$ cat src/rtl/writeback_unit.sv
// writeback_unit -- final pipeline stage.
//
// Takes completed instructions from the memory stage. ALU and link results
// retire the cycle after they are accepted. Loads wait for memory data, which
// is then aligned and sign/zero-extended. The unit also keeps the retired-
// instruction counter and raises a fault pulse for illegal loads and for load
// timeouts.
//
// Ports:
//   clk, rst        clock; synchronous active-high reset
//   i_valid/o_ready accept handshake from the memory stage (o_ready = IDLE)
//   i_kind          0 none, 1 ALU result, 2 load, 3 link (pc+4)
//   i_rd            destination register
//   i_result, i_pc  ALU result / instruction PC
//   i_funct3        load width (LB/LH/LW/LBU/LHU)
//   i_addr_lo       load address bits [1:0]
//   i_mem_rvalid    load data valid; i_mem_rdata is the aligned word
//   o_wback/o_wreg/o_wdata  register-file write port (registered)
//   o_retire        one pulse per retired instruction
//   o_fault         one pulse per illegal load or load timeout
//   o_instret       retired-instruction count (wraps)
module writeback_unit #(
    parameter int TIMEOUT = 16
) (
    input  logic        clk,
    input  logic        rst,
    input  logic        i_valid,
    output logic        o_ready,
    input  logic [1:0]  i_kind,
    input  logic [4:0]  i_rd,
    input  logic [31:0] i_result,
    input  logic [31:0] i_pc,
    input  logic [2:0]  i_funct3,
    input  logic [1:0]  i_addr_lo,
    input  logic        i_mem_rvalid,
    input  logic [31:0] i_mem_rdata,
    output logic        o_wback,
    output logic [4:0]  o_wreg,
    output logic [31:0] o_wdata,
    output logic        o_retire,
    output logic        o_fault,
    output logic [31:0] o_instret
);

    typedef enum logic {S_IDLE, S_WAIT_MEM} state_t;

    // The counter only has to hold 0..TIMEOUT-1: the timeout fires on the
    // cycle it would step to TIMEOUT.
    localparam int            CW       = (TIMEOUT > 1) ? $clog2(TIMEOUT) : 1;
    localparam logic [CW-1:0] CNT_LAST = CW'(TIMEOUT - 1);

    state_t        state_q, state_d;
    logic [CW-1:0] cnt_q, cnt_d;
    logic [4:0]    rd_q, rd_d;
    logic [2:0]    f3_q, f3_d;
    logic [1:0]    alo_q, alo_d;
    logic          wback_q, wback_d;
    logic [4:0]    wreg_q, wreg_d;
    logic [31:0]   wdata_q, wdata_d;
    logic          retire_q, retire_d;
    logic          fault_q, fault_d;
    logic [31:0]   instret_q, instret_d;

    function automatic logic load_legal(input logic [2:0] f3, input logic [1:0] alo);
        case (f3)
            3'd0, 3'd4: load_legal = 1'b1;
            3'd1, 3'd5: load_legal = ~alo[0];
            3'd2:       load_legal = (alo == 2'd0);
            default:    load_legal = 1'b0;
        endcase
    endfunction

    // Load alignment/extension uses the captured width and offset.
    logic [7:0]  ld_byte;
    logic [15:0] ld_half;
    logic [31:0] ld_ext;

    always_comb begin
        ld_byte = i_mem_rdata[{alo_q, 3'b000} +: 8];
        ld_half = i_mem_rdata[{alo_q[1], 4'b0000} +: 16];
        case (f3_q)
            3'd0:    ld_ext = {{24{ld_byte[7]}}, ld_byte};
            3'd4:    ld_ext = {24'd0, ld_byte};
            3'd1:    ld_ext = {{16{ld_half[15]}}, ld_half};
            3'd5:    ld_ext = {16'd0, ld_half};
            default: ld_ext = i_mem_rdata;
        endcase
    end

    always_comb begin
        state_d   = state_q;
        cnt_d     = cnt_q;
        rd_d      = rd_q;
        f3_d      = f3_q;
        alo_d     = alo_q;
        wback_d   = 1'b0;
        wreg_d    = wreg_q;
        wdata_d   = wdata_q;
        retire_d  = 1'b0;
        fault_d   = 1'b0;
        instret_d = instret_q;

        case (state_q)
            S_IDLE: begin
                if (i_valid) begin
                    if (i_kind == 2'd2) begin
                        if (load_legal(i_funct3, i_addr_lo)) begin
                            rd_d    = i_rd;
                            f3_d    = i_funct3;
                            alo_d   = i_addr_lo;
                            cnt_d   = '0;
                            state_d = S_WAIT_MEM;
                        end else begin
                            fault_d = 1'b1;
                        end
                    end else begin
                        retire_d = 1'b1;
                        wback_d  = (i_kind != 2'd0) && (i_rd != 5'd0);
                        wreg_d   = i_rd;
                        if (i_kind == 2'd1) wdata_d = i_result;
                        if (i_kind == 2'd3) wdata_d = i_pc + 32'd4;
                    end
                end
            end
            S_WAIT_MEM: begin
                if (i_mem_rvalid) begin
                    retire_d = 1'b1;
                    wback_d  = (rd_q != 5'd0);
                    wreg_d   = rd_q;
                    wdata_d  = ld_ext;
                    state_d  = S_IDLE;
                end else if (cnt_q == CNT_LAST) begin
                    fault_d  = 1'b1;
                    state_d  = S_IDLE;
                end else begin
                    cnt_d    = cnt_q + CW'(1);
                end
            end
            default: state_d = S_IDLE;
        endcase

        // Counter advances together with the retire pulse it counts.
        if (retire_d) instret_d = instret_q + 32'd1;
    end

    always_ff @(posedge clk) begin
        if (rst) begin
            state_q   <= S_IDLE;
            cnt_q     <= '0;
            rd_q      <= '0;
            f3_q      <= '0;
            alo_q     <= '0;
            wback_q   <= 1'b0;
            wreg_q    <= '0;
            wdata_q   <= '0;
            retire_q  <= 1'b0;
            fault_q   <= 1'b0;
            instret_q <= '0;
        end else begin
            state_q   <= state_d;
            cnt_q     <= cnt_d;
            rd_q      <= rd_d;
            f3_q      <= f3_d;
            alo_q     <= alo_d;
            wback_q   <= wback_d;
            wreg_q    <= wreg_d;
            wdata_q   <= wdata_d;
            retire_q  <= retire_d;
            fault_q   <= fault_d;
            instret_q <= instret_d;
        end
    end

    assign o_ready   = (state_q == S_IDLE);
    assign o_wback   = wback_q;
    assign o_wreg    = wreg_q;
    assign o_wdata   = wdata_q;
    assign o_retire  = retire_q;
    assign o_fault   = fault_q;
    assign o_instret = instret_q;

endmodule

$ cat config.mk
export PLATFORM = sky130hd
export DESIGN_NAME = writeback_unit
export DESIGN_NICKNAME = d
export VERILOG_FILES = /design/src/rtl/writeback_unit.sv
export SDC_FILE = /design/constraint.sdc
export NUM_CORES = 1
export LEC_CHECK = 0
export CAP_MARGIN = 20
export CORE_UTILIZATION = 46
export DETAILED_ROUTE_END_ITERATION = 6
export PLACE_DENSITY = 0.86
export SLEW_MARGIN = 20
export SYNTH_ARGS = -nofsm -noshare
export SYNTH_HDL_FRONTEND = slang
export SYNTH_SLANG_ARGS = --single-unit
$ cat constraint.sdc
create_clock -name clk -period 2.8 [get_ports clk]
set_clock_uncertainty 0.2 [all_clocks]
set_input_delay 0.7 -clock clk [delete_from_list [all_inputs] [get_ports clk]]
set_output_delay 0.7 -clock clk [all_outputs]
set_load 0.005 [all_outputs]
After elaboration in Yosys (flattened, before gate mapping)
Index checks and enable logic that the tools add are counted.
{ "word_totals": {"output_inout_bits": 73, "input_bits": 112, "ff_bits": 87} }
{ "op_classes": {"mux": 41, "eq_ne": 19, "addsub": 3, "bitwise_logic": 2, "n_reduce_logical": 13, "shifts": 2} }
{ "op_table": {"columns": ["cell", "count"], "rows": [
  ["32-bit 2-to-1 mux", 5],
  ["32-bit case mux with 4 select lines", 1],
  ["32-bit case mux with 2 select lines", 1],
  ["32-bit by 1-bit adder with 32-bit output (second input constant)", 1],
  ["32-bit by 3-bit adder with 32-bit output (second input constant)", 1],
  ["32-bit by 6-bit variable part select with 16-bit output", 1],
  ["32-bit by 6-bit variable part select with 8-bit output", 1],
  ["4-bit 2-to-1 mux", 5],
  ["1-bit 2-to-1 mux", 19],
  ["5-bit 2-to-1 mux", 3],
  ["3-bit == test (second input constant)", 4],
  ["2-bit inequality test (second input constant)", 5],
  ["5-bit case mux with 2 select lines", 1],
  ["5-bit nonzero test", 2],
  ["1-bit case mux with 2 select lines", 4],
  ["4-bit case mux with 2 select lines", 1],
  ["4-bit AND reduction", 2],
  ["3-bit by 1-bit == test with 1-bit output (second input constant)", 2],
  ["3-bit logical NOT", 2],
  ["5-bit AND reduction", 1],
  ["4-bit by 1-bit adder with 4-bit output (second input constant)", 1],
  ["2-bit == test (second input constant)", 2],
  ["4-bit == test (second input constant)", 1],
  ["2-bit by 1-bit inequality test with 1-bit output (second input constant)", 2],
  ["other kinds (10)", 12]
]} }

Depth between registers and ports, before layout
{ "depth": {"word_depth": 10, "mapped_depth": 7} }

Least setup slack after synthesis
OpenSTA, ideal clock, no wires.
{ "synth_timing": {"path_type": "input to register", "from": "input i_pc[9]", "to": "register wdata_q[31], in the netlist o_wdata[31]", "arrival_ps": 2057, "n_path_buf": 1, "stages": 6, "setup_slack_ps": 469, "required_ps": 2526, "cell_sequence": "buf_2 > nand3_1 > nor3_1 > nand4_1 > or4_1 > a31oi_1"} }
{ "synth_via": {"elab_chain_cells": 5} }
{ "synth_rtl": {"columns": ["item", "line_no", "text"], "rows": [
  ["from (decl)", "32", "input logic [31:0] i_pc,"],
  ["32-bit by 3-bit adder with 32-bit output", "121", "if (i_kind == 2'd3) wdata_d = i_pc + 32'd4;"],
  ["32-bit 2-to-1 mux", "121", null],
  ["32-bit 2-to-1 mux", "106", "if (i_kind == 2'd2) begin"],
  ["32-bit 2-to-1 mux", "105", "if (i_valid) begin"],
  ["32-bit case mux with 2 select lines", "103", "case (state_q)"],
  ["to (signal assigned)", "167", "wdata_q <= wdata_d;"],
  ["to (decl)", "59", "logic [31:0] wdata_q, wdata_d;"]
]} }
Every way passes these cells. The select of a mux whose other input is x is not followed.
A chain may end at the register's enable or synchronous reset.

Worst setup path in the final report
{ "layout_timing": {"from": "input i_kind[1]", "to": "register wdata_q[5], in the netlist o_wdata[5]"} }
{ "layout_via": {"elab_chain_cells": 5, "elab_cells_between_ends": 10, "classes_between": "eq/ne (5); mux (4); reduce/logical (1)"} }
{ "layout_rtl": {"columns": ["item", "line_no", "text"], "rows": [
  ["from (decl)", "29", "input logic [1:0] i_kind,"],
  ["2-bit == test", "121", null],
  ["32-bit 2-to-1 mux", "121", null],
  ["32-bit 2-to-1 mux", "106", null],
  ["32-bit 2-to-1 mux", "105", null],
  ["32-bit case mux with 2 select lines", "103", null]
]} }
Parallel ways exist; a longest one is shown, timed or not. The select of a mux whose other input is x is not followed.

==> reports/metrics.yaml <==
first_pass_iters: 5
path_buf_inv: 4
cap_violations: 0
grt_use_total_pct: 34.3
gp_congestion: 0.960
core_um2: 11400
grt_max_degree: 42
grt_pass1_vias: 6267
final_cell_mix: "183 x clkdlybuf4s50_1, 87 x dfxtp_1, 71 x buf_4, 68 x nand2_1, 65 x a21oi_1"
drc: 0
outcome: "complete, no violations"
leakage_nw: 2.90
yosys-top-cells-area: "dfxtp_1 32%, a21oi_1 6.1%, nand2_1 4.8%"
syn_area_um2: 5370
synth_top_area_cell: "dfxtp_1"
layout_commonest_cell: "clkdlybuf4s50_1"
synth-simple-area-share_pct: 27.7
port_buffers: 184
wl_per_cell_um: 19.3
period_minus_slack_ns: 2.63
finalInstanceArea_um2: 8090
syn_inst: 688
area_growth_pct: 50.6
clock_latency_ns: 0.34
postCtsHoldBufs: 0
ys_types: 65
busiest_layer: "met2"
viasPerCell: 6.19
fmax_ghz: 0.381
clkSlewWorstSetupHoldPaths_ns: 0.07
critical_path_class: "input port to flip-flop"
synth_fa_ha_area_share_pct: 0.699
synth_warnings: 0
layout-drive-gt1-share_pct: 11.9
htree_levels: 3
num_antenna_cells: 0
die_area_um2: 12100
min_path_type: "flip-flop to flip-flop"
clock_path_buffers: 2
max-vdd-ir-drop_mv: 0.285
grt_pass1_wl_um: 31600
die_h_um: 110
worst_setup_path_start_kind: "input port"
synth_flop_cell: "dfxtp_1"
hpwl_um: 16200
vias: 6560
r2r.worst_path.cells: 5
num-fill-cells: 910
async_reset_ff_share_pct: 0
worstMarginPinSlew_ns: 0.581
setup.worst_path.start: "i_kind[1]"
cp.required_ns: 2.87
grt_use_met3_pct: 7.41
crit_end: "o_wdata[5]"
r2r_setup_slack_ns: 0.54
cts_sinks: 87
relSlewSlack_pct: 61.0
synth_fp_nets: 803
synth_seq_cells: 87
start_util_pct: 47.0
postCtsSetupRepairBufs: 0
cts_root_buf: "clkbuf_16"
final_hold_viol_count: 0
drtIter0Drc: 638
cts.repair.resized: 0
power.total_mw: 3.13
cp_max_fo: 25
period_share_pct: 93.8
grt_antenna_before_repair: 0
reg2reg_to: "o_instret[25]"
drt-total-wl_um: 20400
synth_top_family_by_area: "simple AND/OR/NAND/NOR gates"
overflow: 0
synth-xor-area-share_pct: 3.75
met1_usage_pct: 42.9
synth_mux_area_share_pct: 4.43
post-route-util_pct: 70.8
nets: 1027
cp.depth: 9
yosysTopAreaCellShare_pct: 32.4
top_level_ports: 185
rsz0062_at_grt: "false"
timing.critical_path.slowest_cell_delay_ns: 0.53
synth-compound-area-share_pct: 26.3
p_per_area_nw_per_um2: 387
critical_path.cell_chain: "clkdlybuf4s50_1 -> buf_4 -> and2_1 -> buf_12 -> nor2_1 -> a211oi_1 -> buf_4 -> a211oi_1 -> nor3_1"
globalRouteMet2Util_pct: 56.4
numCtsBuffers: 9
tritoncts: "yes"
crit_family: "buffers and inverters"
num_rows: 39
synth.avg_cell_area_um2: 7.81
setup_viol: 0
drtAntennaViolNets: 0
dpl_cell_area_um2: 7810
die_w_um: 110
r2r-start: "o_instret[14]"
slowest_stage: "clkdlybuf4s50_1"
seq_area_frac_synth_pct: 32.4
crit_path_end_kind: "flip-flop"
synth_edf_count: 0
finalMaxSlewViolations: 0
cp.arrival_ns: 2.70
## kinds of logic after synthesis
group	count (synthesis)
XOR/XNOR	23
AO/OA/AOI/OAI	213
adder cells (fa/ha/maj)	3
AND/OR/NAND/NOR	279
multiplexers	22
flip-flops	87
buffers and inverters	61
## how the worst min path moves through the flow
stage	startpoint	end	slack, ns	cells after the start
after floorplan	rd_q[3]	rd_q[3]	0.24	2
after global placement	o_wdata[17]	o_wdata[17]	0.24	2
after detailed placement	o_wdata[2]	o_wdata[2]	0.25	2
after CTS	o_wdata[11]	o_wdata[11]	0.26	2
after global routing	o_wdata[17]	o_wdata[17]	0.27	2
final	o_wdata[11]	o_wdata[11]	0.26	2
## worst reg2reg max path, stage by stage, from the launching register on
cell and delay (ns):
dfxtp_1 0.44, and4_1 0.29, and4_4 0.26, nand4_4 0.26
or4_1 0.59, a21oi_1 0.17
## per-stage QoR
step | setup slack, ns | std cells | TNS [ns] | hold WS, ns
detailed placement | -0.0716 | 1044 | -0.247 | 0.248
finish | 0.175 | 1060 | 0 | 0.263
global placement | -0.0213 | 1044 | -0.0279 | 0.239
global route | 0.127 | 1060 | 0 | 0.271
CTS | 0.249 | 1060 | 0 | 0.264
floorplan | 0.469 | 688 | 0 | 0.243
## cell type report
class | instances | area (um^2) | share of cell area (%)
Timing Repair Buffer | 259 | 2450 | 30.3
Multi-Input combinational cell | 540 | 3380 | 41.8
Clock buffer | 11 | 243 | 3.00
Tap cell | 143 | 179 | 2.21
Inverter | 15 | 56.3 | 0.696
Sequential cell | 87 | 1740 | 21.5
Clock inverter | 5 | 40.0 | 0.495
## report_power, final
| group | switching (mW) | total, mW | internal [mW] |
|---|---|---|---|
| clock network | 0.523 | 1.16 | 0.633 |
| registers | 0.0369 | 1.32 | 1.28 |
| logic | 0.294 | 0.658 | 0.365 |
| total | 0.854 | 3.13 | 2.28 |
## metal layers
layer,vias to the layer above,part of all wire [%],routed length [um]
met4,0,4.2,852
met1,3107,41,8400
met2,352,46,9450
li1,3037,-,-
met5,-,0,0
met3,64,8.4,1720
## cells in the mapped netlist, types with 3 or more instances
cell / n
dfxtp_1: 87
xnor2_1: 11
nand4_2: 3
nand3_1: 34
and4_1: 5
nor2b_1: 7
a21oi_1: 65
nand2_1: 68
nand4_1: 14
o221ai_1: 8
mux2i_1: 17
a211oi_1: 18
ha_1: 3
nor2_1: 55
or4_1: 20
a211o_1: 4
clkbuf_1: 33
inv_1: 14
o31ai_1: 24
nand2b_1: 5
a31oi_1: 7
and2_1: 12
a311oi_1: 6
a22o_1: 3
o22ai_1: 4
buf_2: 11
o21ai_0: 28
o211ai_1: 8
or3_1: 11
xor2_1: 12
a221oi_1: 6
o21a_1: 5
mux2_2: 3
nor3_1: 21
and3_1: 11
a22oi_1: 10
## state kept, by name, summed over array words and instances (netlist names)
name / count
o_instret: 32
o_wdata: 32
o_wreg: 5
rd_q: 5
cnt_q: 4
f3_q: 3
alo_q: 2
o_fault: 1
o_retire: 1
o_wback: 1
state_q: 1
No activity file was read; power rests on OpenSTA's default activity.
